===== config.mk =====
export PLATFORM = sky130hd
export DESIGN_NAME = ext_platform_part_sim_wrapper_flat
export DESIGN_NICKNAME = d
export VERILOG_FILES = /design/src/rtl/ext_platform_pkg.sv /design/src/rtl/ext_platform_part_sim_wrapper_if.sv /design/src/rtl/ext_platform_rst_stretch.sv /design/src/rtl/ext_platform_part_sim_wrapper.sv /design/src/flat_wrapper.sv
export SDC_FILE = /design/constraint.sdc
export NUM_CORES = 1
export LEC_CHECK = 0
export ABC_AREA = 1
export BUFFER_PORTS_ARGS = -buffer_cell sky130_fd_sc_hd__buf_2
export CORE_MARGIN = 5
export CORE_UTILIZATION = 55
export DETAILED_ROUTE_END_ITERATION = 6
export GPL_TIMING_DRIVEN = 1
export PLACE_DENSITY = 0.78
export SLEW_MARGIN = 20
export SYNTH_ARGS = -nofsm -noshare
export SYNTH_HDL_FRONTEND = slang
export SYNTH_HIERARCHICAL = 1
export SYNTH_SLANG_ARGS = --single-unit

===== constraint.sdc =====
create_clock -name pl_clk0 -period 1.64 [get_ports pl_clk0]
set_input_delay 0.164 -clock pl_clk0 [delete_from_list [all_inputs] [get_ports pl_clk0]]
set_output_delay 0.164 -clock pl_clk0 [all_outputs]
set_load 0.05 [all_outputs]

===== src/rtl/ext_platform_pkg.sv =====
// Purpose : shared parameter defaults and width helpers for the extensible-platform
//           simulation wrapper.
// Ports   : none (package).
package ext_platform_pkg;

   localparam int unsigned RESET_DELAY_DEF = 16;
   localparam int unsigned LOCK_CYCLES_DEF = 8;
   localparam int unsigned CLK_DIV_DEF     = 2;
   localparam int unsigned CNT_W_DEF       = 32;

   // Width of a counter that must hold values 0..max_val, never narrower than 1 bit.
   function automatic int unsigned cnt_w(input int unsigned max_val);
      return (max_val <= 1) ? 1 : $clog2(max_val + 1);
   endfunction

   // Width of the divider phase counter: clog2(CLK_DIV/2), minimum 1 bit.
   function automatic int unsigned div_cnt_w(input int unsigned clk_div);
      int unsigned half;
      half = clk_div / 2;
      return (half <= 1) ? 1 : $clog2(half);
   endfunction

endpackage


===== src/rtl/ext_platform_part_sim_wrapper_if.sv =====
// Purpose : bundles the generated reset, lock, divided clock and edge counters.
// Ports   : master drives all signals (the wrapper), slave observes them.
//           pl_resetn1, clk_wiz_locked, clk_out1 : 1 bit
//           pl_clk0_cnt, clk_out1_cnt           : CNT_W bits
interface ext_platform_part_sim_wrapper_if #(
   parameter int unsigned CNT_W = 32
);
   logic             pl_resetn1;
   logic             clk_wiz_locked;
   logic             clk_out1;
   logic [CNT_W-1:0] pl_clk0_cnt;
   logic [CNT_W-1:0] clk_out1_cnt;

   modport master (
      output pl_resetn1,
      output clk_wiz_locked,
      output clk_out1,
      output pl_clk0_cnt,
      output clk_out1_cnt
   );

   modport slave (
      input pl_resetn1,
      input clk_wiz_locked,
      input clk_out1,
      input pl_clk0_cnt,
      input clk_out1_cnt
   );
endinterface


===== src/rtl/ext_platform_rst_stretch.sv =====
// Purpose : stretched PL reset. Asserts asynchronously with i_rst_n, releases
//           synchronously on the RESET_DELAY-th edge after i_rst_n is sampled high.
// Ports   : i_clk    - clock
//           i_rst_n  - raw async active-low reset
//           o_resetn - stretched active-low reset (registered)
module ext_platform_rst_stretch
   import ext_platform_pkg::*;
#(
   parameter int unsigned RESET_DELAY = RESET_DELAY_DEF
) (
   input  logic i_clk,
   input  logic i_rst_n,
   output logic o_resetn
);

   // First synchronizer stage is r_sync0; the second stage (r_resetn) only
   // loads once the stretch counter has seen enough synchronized-high edges.
   localparam int unsigned TGT = RESET_DELAY - 2;
   localparam int unsigned CW  = cnt_w(TGT);

   logic          r_sync0;
   logic          r_resetn;
   logic [CW-1:0] r_cnt;

   // Synchronizer plus saturating stretch counter.
   always_ff @(posedge i_clk or negedge i_rst_n) begin
      if (!i_rst_n) begin
         r_sync0  <= 1'b0;
         r_resetn <= 1'b0;
         r_cnt    <= '0;
      end else begin
         r_sync0 <= 1'b1;
         if (r_sync0 && (r_cnt != CW'(TGT))) begin
            r_cnt <= r_cnt + CW'(1);
         end
         r_resetn <= r_sync0 && (r_cnt == CW'(TGT));
      end
   end

   assign o_resetn = r_resetn;

endmodule


===== src/rtl/ext_platform_part_sim_wrapper.sv =====
// Purpose : simulation stand-in for the extensible-platform top: stretched PL
//           reset, lock indicator, divided clock and free-running edge counters.
// Ports   : pl_clk0    - sole clock
//           pl0_resetn - raw async active-low platform reset
//           bus        - master modport carrying pl_resetn1, clk_wiz_locked,
//                        clk_out1, pl_clk0_cnt, clk_out1_cnt (all registered)
module ext_platform_part_sim_wrapper
   import ext_platform_pkg::*;
#(
   parameter int unsigned RESET_DELAY = RESET_DELAY_DEF,
   parameter int unsigned LOCK_CYCLES = LOCK_CYCLES_DEF,
   parameter int unsigned CLK_DIV     = CLK_DIV_DEF,
   parameter int unsigned CNT_W       = CNT_W_DEF
) (
   input logic                             pl_clk0,
   input logic                             pl0_resetn,
   ext_platform_part_sim_wrapper_if.master bus
);

   localparam int unsigned HALF = CLK_DIV / 2;
   localparam int unsigned DW   = div_cnt_w(CLK_DIV);
   localparam int unsigned LTGT = LOCK_CYCLES - 1;
   localparam int unsigned LW   = cnt_w(LTGT);

   logic             w_resetn1;
   logic [LW-1:0]    r_lock_cnt;
   logic             r_locked;
   logic [DW-1:0]    r_div;
   logic             r_clk_out;
   logic [CNT_W-1:0] r_pl_cnt;
   logic [CNT_W-1:0] r_co_cnt;

   ext_platform_rst_stretch #(
      .RESET_DELAY (RESET_DELAY)
   ) u_rst_stretch (
      .i_clk    (pl_clk0),
      .i_rst_n  (pl0_resetn),
      .o_resetn (w_resetn1)
   );

   // Lock: counts edges with the stretched reset released, saturates, then holds.
   always_ff @(posedge pl_clk0 or negedge pl0_resetn) begin
      if (!pl0_resetn) begin
         r_lock_cnt <= '0;
         r_locked   <= 1'b0;
      end else begin
         if (w_resetn1 && (r_lock_cnt != LW'(LTGT))) begin
            r_lock_cnt <= r_lock_cnt + LW'(1);
         end
         r_locked <= w_resetn1 && (r_lock_cnt == LW'(LTGT));
      end
   end

   // Divider: toggles every HALF edges once locked; counts each 0->1 transition.
   always_ff @(posedge pl_clk0 or negedge pl0_resetn) begin
      if (!pl0_resetn) begin
         r_div     <= '0;
         r_clk_out <= 1'b0;
         r_co_cnt  <= '0;
      end else if (!r_locked) begin
         r_div     <= '0;
         r_clk_out <= 1'b0;
      end else if (r_div == DW'(HALF - 1)) begin
         r_div     <= '0;
         r_clk_out <= ~r_clk_out;
         if (!r_clk_out) begin
            r_co_cnt <= r_co_cnt + CNT_W'(1);
         end
      end else begin
         r_div <= r_div + DW'(1);
      end
   end

   // Free-running source-clock edge counter.
   always_ff @(posedge pl_clk0 or negedge pl0_resetn) begin
      if (!pl0_resetn) begin
         r_pl_cnt <= '0;
      end else begin
         r_pl_cnt <= r_pl_cnt + CNT_W'(1);
      end
   end

   assign bus.pl_resetn1     = w_resetn1;
   assign bus.clk_wiz_locked = r_locked;
   assign bus.clk_out1       = r_clk_out;
   assign bus.pl_clk0_cnt    = r_pl_cnt;
   assign bus.clk_out1_cnt   = r_co_cnt;

endmodule


===== src/flat_wrapper.sv =====
// flat-port wrapper written by rule: the top's interface ports become plain ports
module ext_platform_part_sim_wrapper_flat import ext_platform_pkg::*;
#(
   parameter int unsigned RESET_DELAY = RESET_DELAY_DEF,
   parameter int unsigned LOCK_CYCLES = LOCK_CYCLES_DEF,
   parameter int unsigned CLK_DIV     = CLK_DIV_DEF,
   parameter int unsigned CNT_W       = CNT_W_DEF
)
  (pl_clk0, pl0_resetn, bus_pl_resetn1, bus_clk_wiz_locked, bus_clk_out1, bus_pl_clk0_cnt, bus_clk_out1_cnt);
  ext_platform_part_sim_wrapper_if #(.CNT_W(CNT_W)) bus_i ();
  input logic pl_clk0;
  input logic pl0_resetn;
  output wire logic [$bits(bus_i.pl_resetn1)-1:0] bus_pl_resetn1;
  output wire logic [$bits(bus_i.clk_wiz_locked)-1:0] bus_clk_wiz_locked;
  output wire logic [$bits(bus_i.clk_out1)-1:0] bus_clk_out1;
  output wire logic [$bits(bus_i.pl_clk0_cnt)-1:0] bus_pl_clk0_cnt;
  output wire logic [$bits(bus_i.clk_out1_cnt)-1:0] bus_clk_out1_cnt;
  assign bus_pl_resetn1 = bus_i.pl_resetn1;
  assign bus_clk_wiz_locked = bus_i.clk_wiz_locked;
  assign bus_clk_out1 = bus_i.clk_out1;
  assign bus_pl_clk0_cnt = bus_i.pl_clk0_cnt;
  assign bus_clk_out1_cnt = bus_i.clk_out1_cnt;
  ext_platform_part_sim_wrapper #(.RESET_DELAY(RESET_DELAY), .LOCK_CYCLES(LOCK_CYCLES), .CLK_DIV(CLK_DIV), .CNT_W(CNT_W)) u_core (.pl_clk0(pl_clk0), .pl0_resetn(pl0_resetn), .bus(bus_i));
endmodule

# Yosys cells after proc, flatten, opt, wreduce, memory -nomap -nowiden
# Index checks and enable logic that the tools add are counted.
# totals
output_inout_bits	67
latch_bits	0
mem_count	0
romBits	0
mem_bits_rw	0
reg_bits	76
input_bits	2
wordCells	30
# classes
order_cmp	0
shifts	0
mul	0
n_eq_ne	5
add_sub_neg	5
muxes	4
div_mod_pow	0
reduce_logical	5
bitwise	2
# op_table
operator	count
adder 32 x 1 -> 32 bit (second input constant)	2
adder 4 x 1 -> 4 bit (second input constant)	1
equality test 4 bit (second input constant)	1
logical AND 1 bit	4
2-to-1 mux 1 bit	4
inequality test 4 bit (second input constant)	1
adder 3 x 1 -> 3 bit (second input constant)	1
equality test 3 bit (second input constant)	1
inequality test 3 bit (second input constant)	1
AND reduction 3 bit	1
inequality test 2 bit (second input constant)	1
NOT 1 bit	2
adder 1 bit (second input constant)	1

# Logic depth before layout (Yosys ltp)
# Gate-level depths: netlist (run 1).
# logic_depth
word_depth	3
depth_mapped	9
ltp_nobuf	9

# Modules after synthesis
# Netlist (run 1), hierarchy kept.
# modules_own_cells
mod	cells_each	area_each_um2	instances	seq_area_each_um2
ext_platform_part_sim_wrapper	444	3624.7	1	1726.7
ext_platform_rst_stretch	29	279.0	1	150.1

# Worst setup path before layout (run 1)
# OpenSTA, ideal clock, no wires.
# synth_timing
kind	register to register
startpoint	register u_core.r_co_cnt[1], in the netlist u_core/bus.clk_out1_cnt[1]
endpoint	register u_core.r_co_cnt[20], in the netlist u_core/bus.clk_out1_cnt[20]
setup_time_ps	120
slack_ps	-137
required_ps	1520
stages_incl_launch_ff	9
arrival_time_ps	1657
n_path_buf	0
path_cell_list	dfrtp_1 > ha_1 > inv_1 > nor3_4 > nand2_4 > nor2_8 > nand2_1 > nand2_1 > nand2_1
# synth_via
elab_chain_len	1
# synth_lines
element	line	text
from (decl)	ext_platform_part_sim_wrapper.sv:31	logic [CNT_W-1:0] r_co_cnt;
from (signal assigned)	ext_platform_part_sim_wrapper.sv:67	r_co_cnt <= r_co_cnt + CNT_W'(1);
adder 32 x 1 -> 32 bit	ext_platform_part_sim_wrapper.sv:67	
# No other way between the ends.
# A chain may end at the register's enable or synchronous reset.

# Worst setup path in the final report (run 1)
# layout_timing
startpoint	register u_core.r_co_cnt[1], in the netlist u_core/bus.clk_out1_cnt[1]
endpoint	register u_core.r_co_cnt[18], in the netlist u_core/bus.clk_out1_cnt[18]
# The elaborated chain is that of the path after synthesis.

==> results.yml, run 1 <==
route:
  wl_um: 9080
  wl_per_cell_um: 13.8
  dr.pass1.iters: 5
  drtIter0Drc: 130
  vias_per_cell: 5.12
  vias: 3374
  drc: 0
  ant_nets: 0
layout:
  antennaDiodeCount: 0
  stdcell_area_um2: 4640
  fin_nets: 567
  mostFrequentLayoutCell: "nand2_1"
  drive_above_1_share_pct: 21.1
  layout_common_cells: "159 x nand2_1, 67 x buf_2, 66 x nor2_1, 66 x dfrtp_1, 46 x inv_1"
  synthToLayoutAreaGrowth_pct: 18.8
yosys:
  synth.largest_area_cell: "dfrtp_1"
  synth.net_count: 481
  netlist_area_um2: 3900
  netlist.area_leader.share_pct: 48.1
  synth_cell_type_count: 27
  yosysWarnings: 6
  synth_seq_cells: 75
  synth_area_leaders: "dfrtp_1 48%, nand2_1 15%, nor2_1 6.6%, xor2_1 5.8%, inv_1 4.4%"
  yosysSeqAreaShare_pct: 48.1
  syn_avg_cell_area_um2: 8.25
  syn_inst: 473
global_routing:
  grt_pass1_vias: 3189
  grt_overflow_total: 0
  grtUsageTotal_pct: 21.3
  grt_pass1_wl_um: 14800
  grt_max_degree: 49
  antenna_found_initial: 0
pwr:
  p_total_mw: 3.52
  power_density_nw_per_um2: 760
  peakVddDrop_mv: 0.486
  p_leak_nw: 2.44
cts:
  cts.clk_slew.worst_paths_ns: 0.08
  cts.sinks: 75
  ctsRootBufferMaster: "clkbuf_8"
  cts-htree-levels: 3
  clkLatencyLatePin_ns: 0.35
  cts_buffers: 9
  cts_buffer_depth: 2
  tritoncts: "yes"
critical_path:
  startpoint: "u_core/bus.clk_out1_cnt[1]"
  rr_endpoint: "u_core/bus.clk_out1_cnt[18]"
  cpMaxStageDelayCell: "dfrtp_2"
  ff2ff_setup_slack_ns: 0.12
  max_stage_delay_ns: 0.39
  crit_top_cell: "nand2_1"
  cp_top_family: "simple AND/OR/NAND/NOR gates"
  end_kind: "flop"
  r2r_start: "u_core/bus.clk_out1_cnt[1]"
  path_depth: 8
  start_kind: "flop"
  cp-endpoint: "u_core/bus.clk_out1_cnt[18]"
  path_buf_inv: 1
  crit_type: "flop to flop"
  r2r_cells: 8
  worstPathArrival_ns: 1.75
  crit_fanout: 5
  required_ns: 1.88
  crit_chain: "ha_1 > inv_1 > nor3_4 > nand2_4 > nor2_8 > nand2_1 > nand2_1 > nand2_1"
sta:
  fmax_mhz: 659
  worst_slew_pin_slew_ns: 0.624
  finalMaxSlewViolations: 0
  hold_viol_final: 0
  final.setup.tns_ns: 0
  fin_crit_sh_pct: 92.5
  max-slew-margin-rel_pct: 58.4
  setup_viol: 0
  rsz0062_at_grt: "false"
  skew_ns: 0.0119
  fin_crit_ns: 1.52
status:
  status: "complete, no violations"
die:
  pin_count: 69
  die_h_um: 94.2
  start_util_pct: 56.8
  chipWidth_um: 94.2
  core_area_um2: 6870
  rows: 30
  dieArea_um2: 8880
place:
  portBuffers: 68
  gp_congestion: 0.902
  placed_area_um2: 4440
  dp_hpwl_um: 6840
worst_hold_path:
  min_path_type: "input pin to asynchronous set/reset pin"
run:
  maxCapViolCount: 0
==> timing repair <==
action,4_1_cts,5_1_grt
endpoints found under the hold margin,46,0
resized for setup,0,5
hold buffers,1,0
endpoints found under the setup margin,0,7
setup buffers,0,0
==> layer usage <==
metal  track usage (%)  up-vias  wire length [um]  share of wire (%)
met1              27.0     1591              3870                 43
met5                 0        -                 0                  0
li1                  -     1636                 -                  -
met2              35.9      131              4420                 49
met3              4.17       16               612                6.7
met4              7.94        0               174                1.9
==> synth_stat cells <==
| cell | count |
|---|---|
| and2_1 | 2 |
| conb_1 | 1 |
| dfrtp_1 | 75 |
| ha_1 | 6 |
| inv_1 | 46 |
| mux2_2 | 2 |
| nand2_1 | 159 |
| nand2_2 | 3 |
| nand2_4 | 2 |
| nand3_1 | 14 |
| nand3_2 | 2 |
| nand3b_1 | 14 |
| nand4_1 | 12 |
| nor2_1 | 69 |
| nor2_2 | 4 |
| nor2_4 | 2 |
| nor2_8 | 2 |
| nor2b_1 | 1 |
| nor3_1 | 7 |
| nor3_2 | 1 |
| nor3_4 | 1 |
| nor3b_1 | 1 |
| o21ai_0 | 4 |
| o21bai_1 | 1 |
| xnor2_1 | 14 |
| xor2_1 | 26 |
| xor2_2 | 2 |
==> layout make-up <==
cell class / count / area (um^2)
clock buffers: 12 / 135
clock inverters: 3 / 40.0
fillers: 576 / 2230
inverters: 46 / 173
multi-input cells: 352 / 1870
flip-flops and latches: 75 / 1890
well taps: 96 / 120
repair buffers: 75 / 410
==> power by group <==
part / internal, mW / switching (mW) / total (mW)
clock: 0.692 / 0.655 / 1.35
combinational: 0.0852 / 0.112 / 0.197
sequential: 1.91 / 0.0693 / 1.98
total: 2.69 / 0.836 / 3.52
==> flip-flops by register name (all words and copies together), names as in the netlist <==
| name | cells |
|---|---|
| u_core/bus.clk_out1_cnt | 32 |
| u_core/bus.clk_wiz_locked | 1 |
| u_core/r_lock_cnt | 3 |
| u_core/u_rst_stretch/o_resetn | 1 |
| u_core/bus.clk_out1 | 1 |
| u_core/bus.pl_clk0_cnt | 32 |
| u_core/u_rst_stretch/r_cnt | 4 |
| u_core/u_rst_stretch/r_sync0 | 1 |
==> worst min-delay path by stage <==
stage | start | endpoint | slack [ns] | cells past startpoint
floorplan | pl0_resetn | u_core/bus.clk_out1 | -0.13 | 0
global placement | pl0_resetn | u_core/bus.clk_out1_cnt[10] | 0.22 | 1
detailed placement | pl0_resetn | u_core/bus.clk_out1_cnt[8] | 0.22 | 1
CTS | pl0_resetn | u_core/bus.clk_out1_cnt[28] | 0.39 | 2
global route | pl0_resetn | u_core/bus.clk_out1_cnt[10] | 0.44 | 2
finish | pl0_resetn | u_core/bus.clk_out1_cnt[29] | 0.37 | 2
==> per-stage QoR <==
stage	hold slack (ns)	setup slack [ns]	utilization [%]	cells
floorplan	-0.132	0.0105	-	473
global placement	0.220	0.137	64.6	643
detailed placement	0.222	0.0913	64.6	643
CTS	0.387	0.0828	67.3	659
global route	0.435	0.000327	67.5	659
finish	0.373	0.123	67.5	659
==> cells by family after synthesis <==
family,count (synthesis),share of synthesized area (%)
simple gates,296,34.4
flops,75,48.1
buf+inv,46,4.42
xor+xnor,42,9.81
fa+ha+maj,6,1.92
compound gates,5,0.705
mux,2,0.577
other cells,1,0.0961
Power figures use the tool's default switching activity.
==> run 2, diff against run 1 <==
--- a/config.mk
+++ b/config.mk
@@ -8,10 +8,10 @@
 export ABC_AREA = 1
 export BUFFER_PORTS_ARGS = -buffer_cell sky130_fd_sc_hd__buf_2
 export CORE_MARGIN = 5
-export CORE_UTILIZATION = 55
+export CORE_UTILIZATION = 51
 export DETAILED_ROUTE_END_ITERATION = 6
 export GPL_TIMING_DRIVEN = 1
-export PLACE_DENSITY = 0.78
+export PLACE_DENSITY = 0.76
 export SLEW_MARGIN = 20
 export SYNTH_ARGS = -nofsm -noshare
 export SYNTH_HDL_FRONTEND = slang
==> constraint.sdc (replaced) <==
create_clock -name pl_clk0 -period 1.32 [get_ports pl_clk0]
set_input_delay 0.132 -clock pl_clk0 [delete_from_list [all_inputs] [get_ports pl_clk0]]
set_output_delay 0.132 -clock pl_clk0 [all_outputs]
set_load 0.05 [all_outputs]
==> run 2 against run 1 <==
  * The flow now finishes with violations (negative setup slack)
  * Via count increased by 13%
  * Sequential share of layout area decreased by 6.0 points
  * First-iteration DRC count increased by 78%
  * Clock-buffer cell count decreased by 1
  * Non-clock buffer count increased by 55
  * Sequential cell count unchanged
  * Worst hold slack got worse by 0.065 ns
  * Sequential power increased by 24%
  * Maximum frequency increased by 2.7%
  * Core utilization increased by 6.4 points
  * Routed wire length increased by 21%
  * Global-route usage increased by 0.71 points
  * Critical endpoint is now u_core/bus.clk_out1_cnt[28]
  * Largest cell class is now multi-input gates
==> results.yml, run 2 (synthesized netlist as in run 1, its figures left out) <==
global_routing:
  met1_usage_pct: 27.3
  use_met3_pct: 4.95
  grt_pass1_vias: 3758
  grt_pass1_wl_um: 17200
  grt_overflow_total: 0
  top_usage_layer: "met2"
  grt_max_degree: 76
  gr-usage-met2_pct: 37.7
  antenna_found_initial: 0
  grtUsageTotal_pct: 22.0
layout:
  instances_no_fill: 721
  mostFrequentLayoutCell: "nand2_1"
  fin_nets: 622
  antennaDiodeCount: 0
  drive_above_1_share_pct: 52.0
  synthToLayoutAreaGrowth_pct: 44.2
  layout_common_cells: "126 x nand2_1, 62 x buf_2, 61 x buf_4, 61 x dfrtp_2, 36 x inv_1"
die:
  start_util_pct: 51.3
  rows: 32
  dieArea_um2: 9500
  pin_count: 69
  chipWidth_um: 97.5
  core_area_um2: 7610
  die_h_um: 97.5
place:
  dp_hpwl_um: 7240
  gp_congestion: 0.864
  pre_cts_slack_ns: -0.119
  portBuffers: 68
  place_inst: 677
cts:
  tritoncts: "yes"
  cts.sinks: 75
  ctsRootBufferMaster: "clkbuf_8"
  cts_buffer_depth: 2
  cts-htree-levels: 3
  cts.clk_slew.worst_paths_ns: 0.09
  clkLatencyLatePin_ns: 0.35
  cts_buffers: 9
route:
  vias_per_cell: 5.31
  drc: 0
  dr.pass1.iters: 5
  ant_nets: 0
  wl_per_cell_um: 15.2
  drtIter0Drc: 231
  wl_um: 11000
  vias: 3829
pwr:
  power_density_nw_per_um2: 824
  peakVddDrop_mv: 0.549
  p_leak_nw: 2.78
sta:
  rsz0062_at_grt: "true"
  fin_crit_sh_pct: 112
  timing.final.ws_setup_ns: -0.157
  fmax_mhz: 677
  hold_viol_final: 0
  setup_viol: 27
  finalMaxSlewViolations: 0
  skew_ns: 0.0101
  fin_crit_ns: 1.48
  final.setup.tns_ns: -1.79
critical_path:
  worstPathArrival_ns: 1.72
  crit_top_cell: "nand2_1"
  r2r_cells: 8
  start_kind: "flop"
  max_stage_delay_ns: 0.39
  r2r_start: "u_core/bus.clk_out1_cnt[0]"
  rr_endpoint: "u_core/bus.clk_out1_cnt[28]"
  crit_type: "flop to flop"
  ff2ff_setup_slack_ns: -0.16
  required_ns: 1.57
  crit_fanout: 6
  cpMaxStageDelayCell: "dfrtp_2"
  crit_chain: "ha_4 > inv_2 > nor3_4 > nand2_4 > nor2_4 > nand2_1 > nand2_1 > nand2_1"
  end_kind: "flop"
run:
  maxCapViolCount: 0
status:
  failed_checks: "negative setup slack"
  status: "finished, violations left"
worst_hold_path:
  min_path_type: "input pin to asynchronous set/reset pin"
run 2: cell count changes in the layout (fill, tap and decap cells not counted), sizes merged:
| cell | before | now |
|---|---|---|
| buf | 74 | 128 |
| clkinv | 2 | 1 |
| clkinvlp | 0 | 3 |
run 2: how the worst max path moves through the flow:
stage                                  end  cells after the start                        from
6_report       u_core/bus.clk_out1_cnt[28]                      8  u_core/bus.clk_out1_cnt[0]
3_5_place_dp   u_core/bus.clk_out1_cnt[28]                      8  u_core/bus.clk_out1_cnt[0]
2_1_floorplan  u_core/bus.clk_out1_cnt[20]                      8  u_core/bus.clk_out1_cnt[1]
4_1_cts        u_core/bus.clk_out1_cnt[28]                      8  u_core/bus.clk_out1_cnt[0]
5_1_grt        u_core/bus.clk_out1_cnt[20]                      8  u_core/bus.clk_out1_cnt[0]
3_3_place_gp   u_core/bus.clk_out1_cnt[20]                      8  u_core/bus.clk_out1_cnt[0]
run 2: routing by layer:
layer | part of all wire, % | wire, um
met4 | 2.9 | 315
met5 | 0 | 0
met3 | 7.3 | 796
met2 | 51 | 5560
met1 | 39 | 4290
run 2: through the flow:
step                      utilization, %  total power [mW]  hold WS (ns)  cell area (um^2)
after floorplan                        -              2.65        -0.164              4130
after global placement              64.0              2.73         0.177              4870
after detailed placement            64.0              2.76         0.185              4870
after CTS                           68.3              4.66         0.338              5190
after global routing                74.0              4.86         0.383              5630
final                               74.0              4.64         0.308              5630
run 2: critical path: cells and delay by family, from the launching register on:
family,cells,cell delay (ns)
fa+ha+maj,1,0.13
buf+inv,1,0.04
flops,1,0.39
simple gates,6,0.79
run 2: what timing repair did:
item | in CTS | in global routing
buffers inserted | 6 | 21
pin swaps | 17 | 38
setup endpoints to repair | 24 | 51
endpoints found under the hold margin | 75 | 0
hold buffers | 1 | 0
resized for setup | 16 | 88
run 2: power by group:
part           switching (mW)  internal (mW)
clock                   0.911          0.980
combinational           0.152          0.131
sequential             0.0920           2.37
run 2: cell type report:
type / instances / area (um^2)
multi-input cells: 352 / 2310
fillers: 513 / 1980
flip-flops and latches: 75 / 1950
repair buffers: 130 / 851
inverters: 46 / 173
clock buffers: 11 / 151
well taps: 102 / 128
clock inverters: 5 / 61.3
==> run 3, diff against run 2 <==
--- a/config.mk
+++ b/config.mk
@@ -7,6 +7,7 @@
 export LEC_CHECK = 0
 export ABC_AREA = 1
 export BUFFER_PORTS_ARGS = -buffer_cell sky130_fd_sc_hd__buf_2
+export CORE_ASPECT_RATIO = 0.8
 export CORE_MARGIN = 5
 export CORE_UTILIZATION = 51
 export DETAILED_ROUTE_END_ITERATION = 6
==> run 3 against run 2 <==
  * The flow still finishes with violations (negative setup slack)
  * First-iteration DRC count rose by 43%
  * Critical path type unchanged
  * Global-route usage increased by 0.51 points
  * Worst hold slack worse by 0.11 ns
  * Clock-buffer cell count rose by 1
  * Cell count grew 0.14%
  * Non-clock buffer count down 2
  * Critical path depth decreased by 2
  * Clock skew grew 0.00070 ns
==> results.yml, run 3 (synthesized netlist as in run 1, its figures left out) <==
route:
  wl_um: 11500
  drtIter0Drc: 330
  vias_per_cell: 5.26
  ant_nets: 0
  wl_per_cell_um: 16.0
  drc: 0
  vias: 3795
  dr.pass1.iters: 5
place:
  placed_area_um2: 4850
  pre_cts_slack_ns: -0.0495
  gp_congestion: 0.960
  portBuffers: 68
  dp_hpwl_um: 7590
  place_inst: 675
layout:
  instances_no_fill: 722
  layout_common_cells: "129 x nand2_1, 65 x buf_2, 61 x dfrtp_2, 51 x buf_4, 37 x inv_1"
  fin_util_pct: 77.2
  multiInputGateArea_um2: 2400
  fin_nets: 620
  drive_above_1_share_pct: 52.4
  synthToLayoutAreaGrowth_pct: 47.0
  mostFrequentLayoutCell: "nand2_1"
  register_area_um2: 1950
  stdcell_area_um2: 5740
  fillCellCount: 505
  antennaDiodeCount: 0
critical_path:
  worstPathArrival_ns: 1.79
  r2r_start: "u_core/bus.pl_clk0_cnt[1]"
  crit_type: "flop to flop"
  end_kind: "flop"
  start_kind: "flop"
  crit_fanout: 5
  startpoint: "u_core/bus.pl_clk0_cnt[1]"
  required_ns: 1.57
global_routing:
  grt_pass1_wl_um: 16800
  antenna_found_initial: 0
  grtUsageTotal_pct: 22.5
  grt_max_degree: 25
  grt_pass1_vias: 3423
  grt_overflow_total: 0
pwr:
  power_switching_mw: 1.10
  p_int_mw: 3.62
  p_clk_share_pct: 41.8
  peakVddDrop_mv: 0.714
  swShare_pct: 23.4
  power_frac_comb_pct: 6.1
  p_total_mw: 4.73
  power_density_nw_per_um2: 824
  pwr-share-seq_pct: 52.1
  p_leak_nw: 2.76
die:
  chipWidth_um: 108
  start_util_pct: 52.6
  die_h_um: 88.3
  pin_count: 69
  rows: 28
  dieArea_um2: 9520
  core_area_um2: 7430
status:
  status: "finished, violations left"
  failed_checks: "negative setup slack"
sta:
  fin_crit_ns: 1.54
  fmax_mhz: 650
  hold_viol_final: 0
  fin_crit_sh_pct: 117
  finalMaxSlewViolations: 0
  skew_ns: 0.0108
  timing.final.ws_setup_ns: -0.219
  setup_viol: 24
  rsz0062_at_grt: "true"
cts:
  cts_buffers: 9
  tritoncts: "yes"
  ctsRootBufferMaster: "clkbuf_8"
  cts-htree-levels: 3
  cts.clk_slew.worst_paths_ns: 0.08
  cts.sinks: 75
  cts_buffer_depth: 2
  clkLatencyLatePin_ns: 0.35
worst_hold_path:
  min_path_type: "input pin to asynchronous set/reset pin"
run:
  maxCapViolCount: 0
run 3: path summary, 6_finish.rpt:
check                                                    to  slack [ns]  cells past startpoint
worst min register to register   u_core/bus.pl_clk0_cnt[21]        0.50                      1
max in group asynchronous        u_core/bus.pl_clk0_cnt[28]        0.65                      3
worst max register to register   u_core/bus.pl_clk0_cnt[20]       -0.22                      6
worst max-delay path             u_core/bus.pl_clk0_cnt[20]       -0.22                      6
worst min-delay path            u_core/bus.clk_out1_cnt[13]        0.20                      2
min in group pl_clk0             u_core/bus.pl_clk0_cnt[21]        0.50                      1
run 3: routing by layer:
layer	wire length (um)	share of wire, %	up-vias	track usage [%]
met5	0	0	-	0
met4	249	2.2	0	4.24
met3	855	7.4	34	5.76
met2	5680	49	169	35.8
met1	4750	41	1838	31.8
li1	-	-	1754	-
run 3: what timing repair did:
item,in CTS,in global routing
endpoints found under the setup margin,25,46
hold buffers,1,0
pin swaps,12,44
endpoints found under the hold margin,75,0
buffers inserted,9,21
resized for setup,21,95
run 3: worst max-delay path, cell delays in order (launching register included):
cell     delay (ns)
dfrtp_2        0.43
ha_4           0.17
nand3_4        0.11
nor2_4         0.24
nand2_2        0.11
nor2_2         0.14
xor2_1         0.24
run 3: power groups by stage:
stage               Clock, mW  Sequential [mW]  Combinational [mW]
detailed placement          0             2.50               0.267
floorplan                   0             2.49               0.157
finish                   1.98             2.46               0.290
global route             2.12             2.48               0.334
global placement            0             2.50               0.240
CTS                      2.00             2.46               0.288
run 3: final cells by class:
type,instances,share of cell area [%]
well taps,105,2.29
clock buffers,12,2.53
flip-flops and latches,75,34.0
inverters,46,3.05
clock inverters,4,1.31
multi-input cells,352,41.8
repair buffers,128,15.0
run 3: through the flow:
step	TNS [ns]	hold slack, ns
floorplan	-3.14	-0.164
global placement	-0.00598	0.0421
detailed placement	-0.454	0.0415
CTS	-0.209	0.205
global route	-3.21	0.213
finish	-0.942	0.202
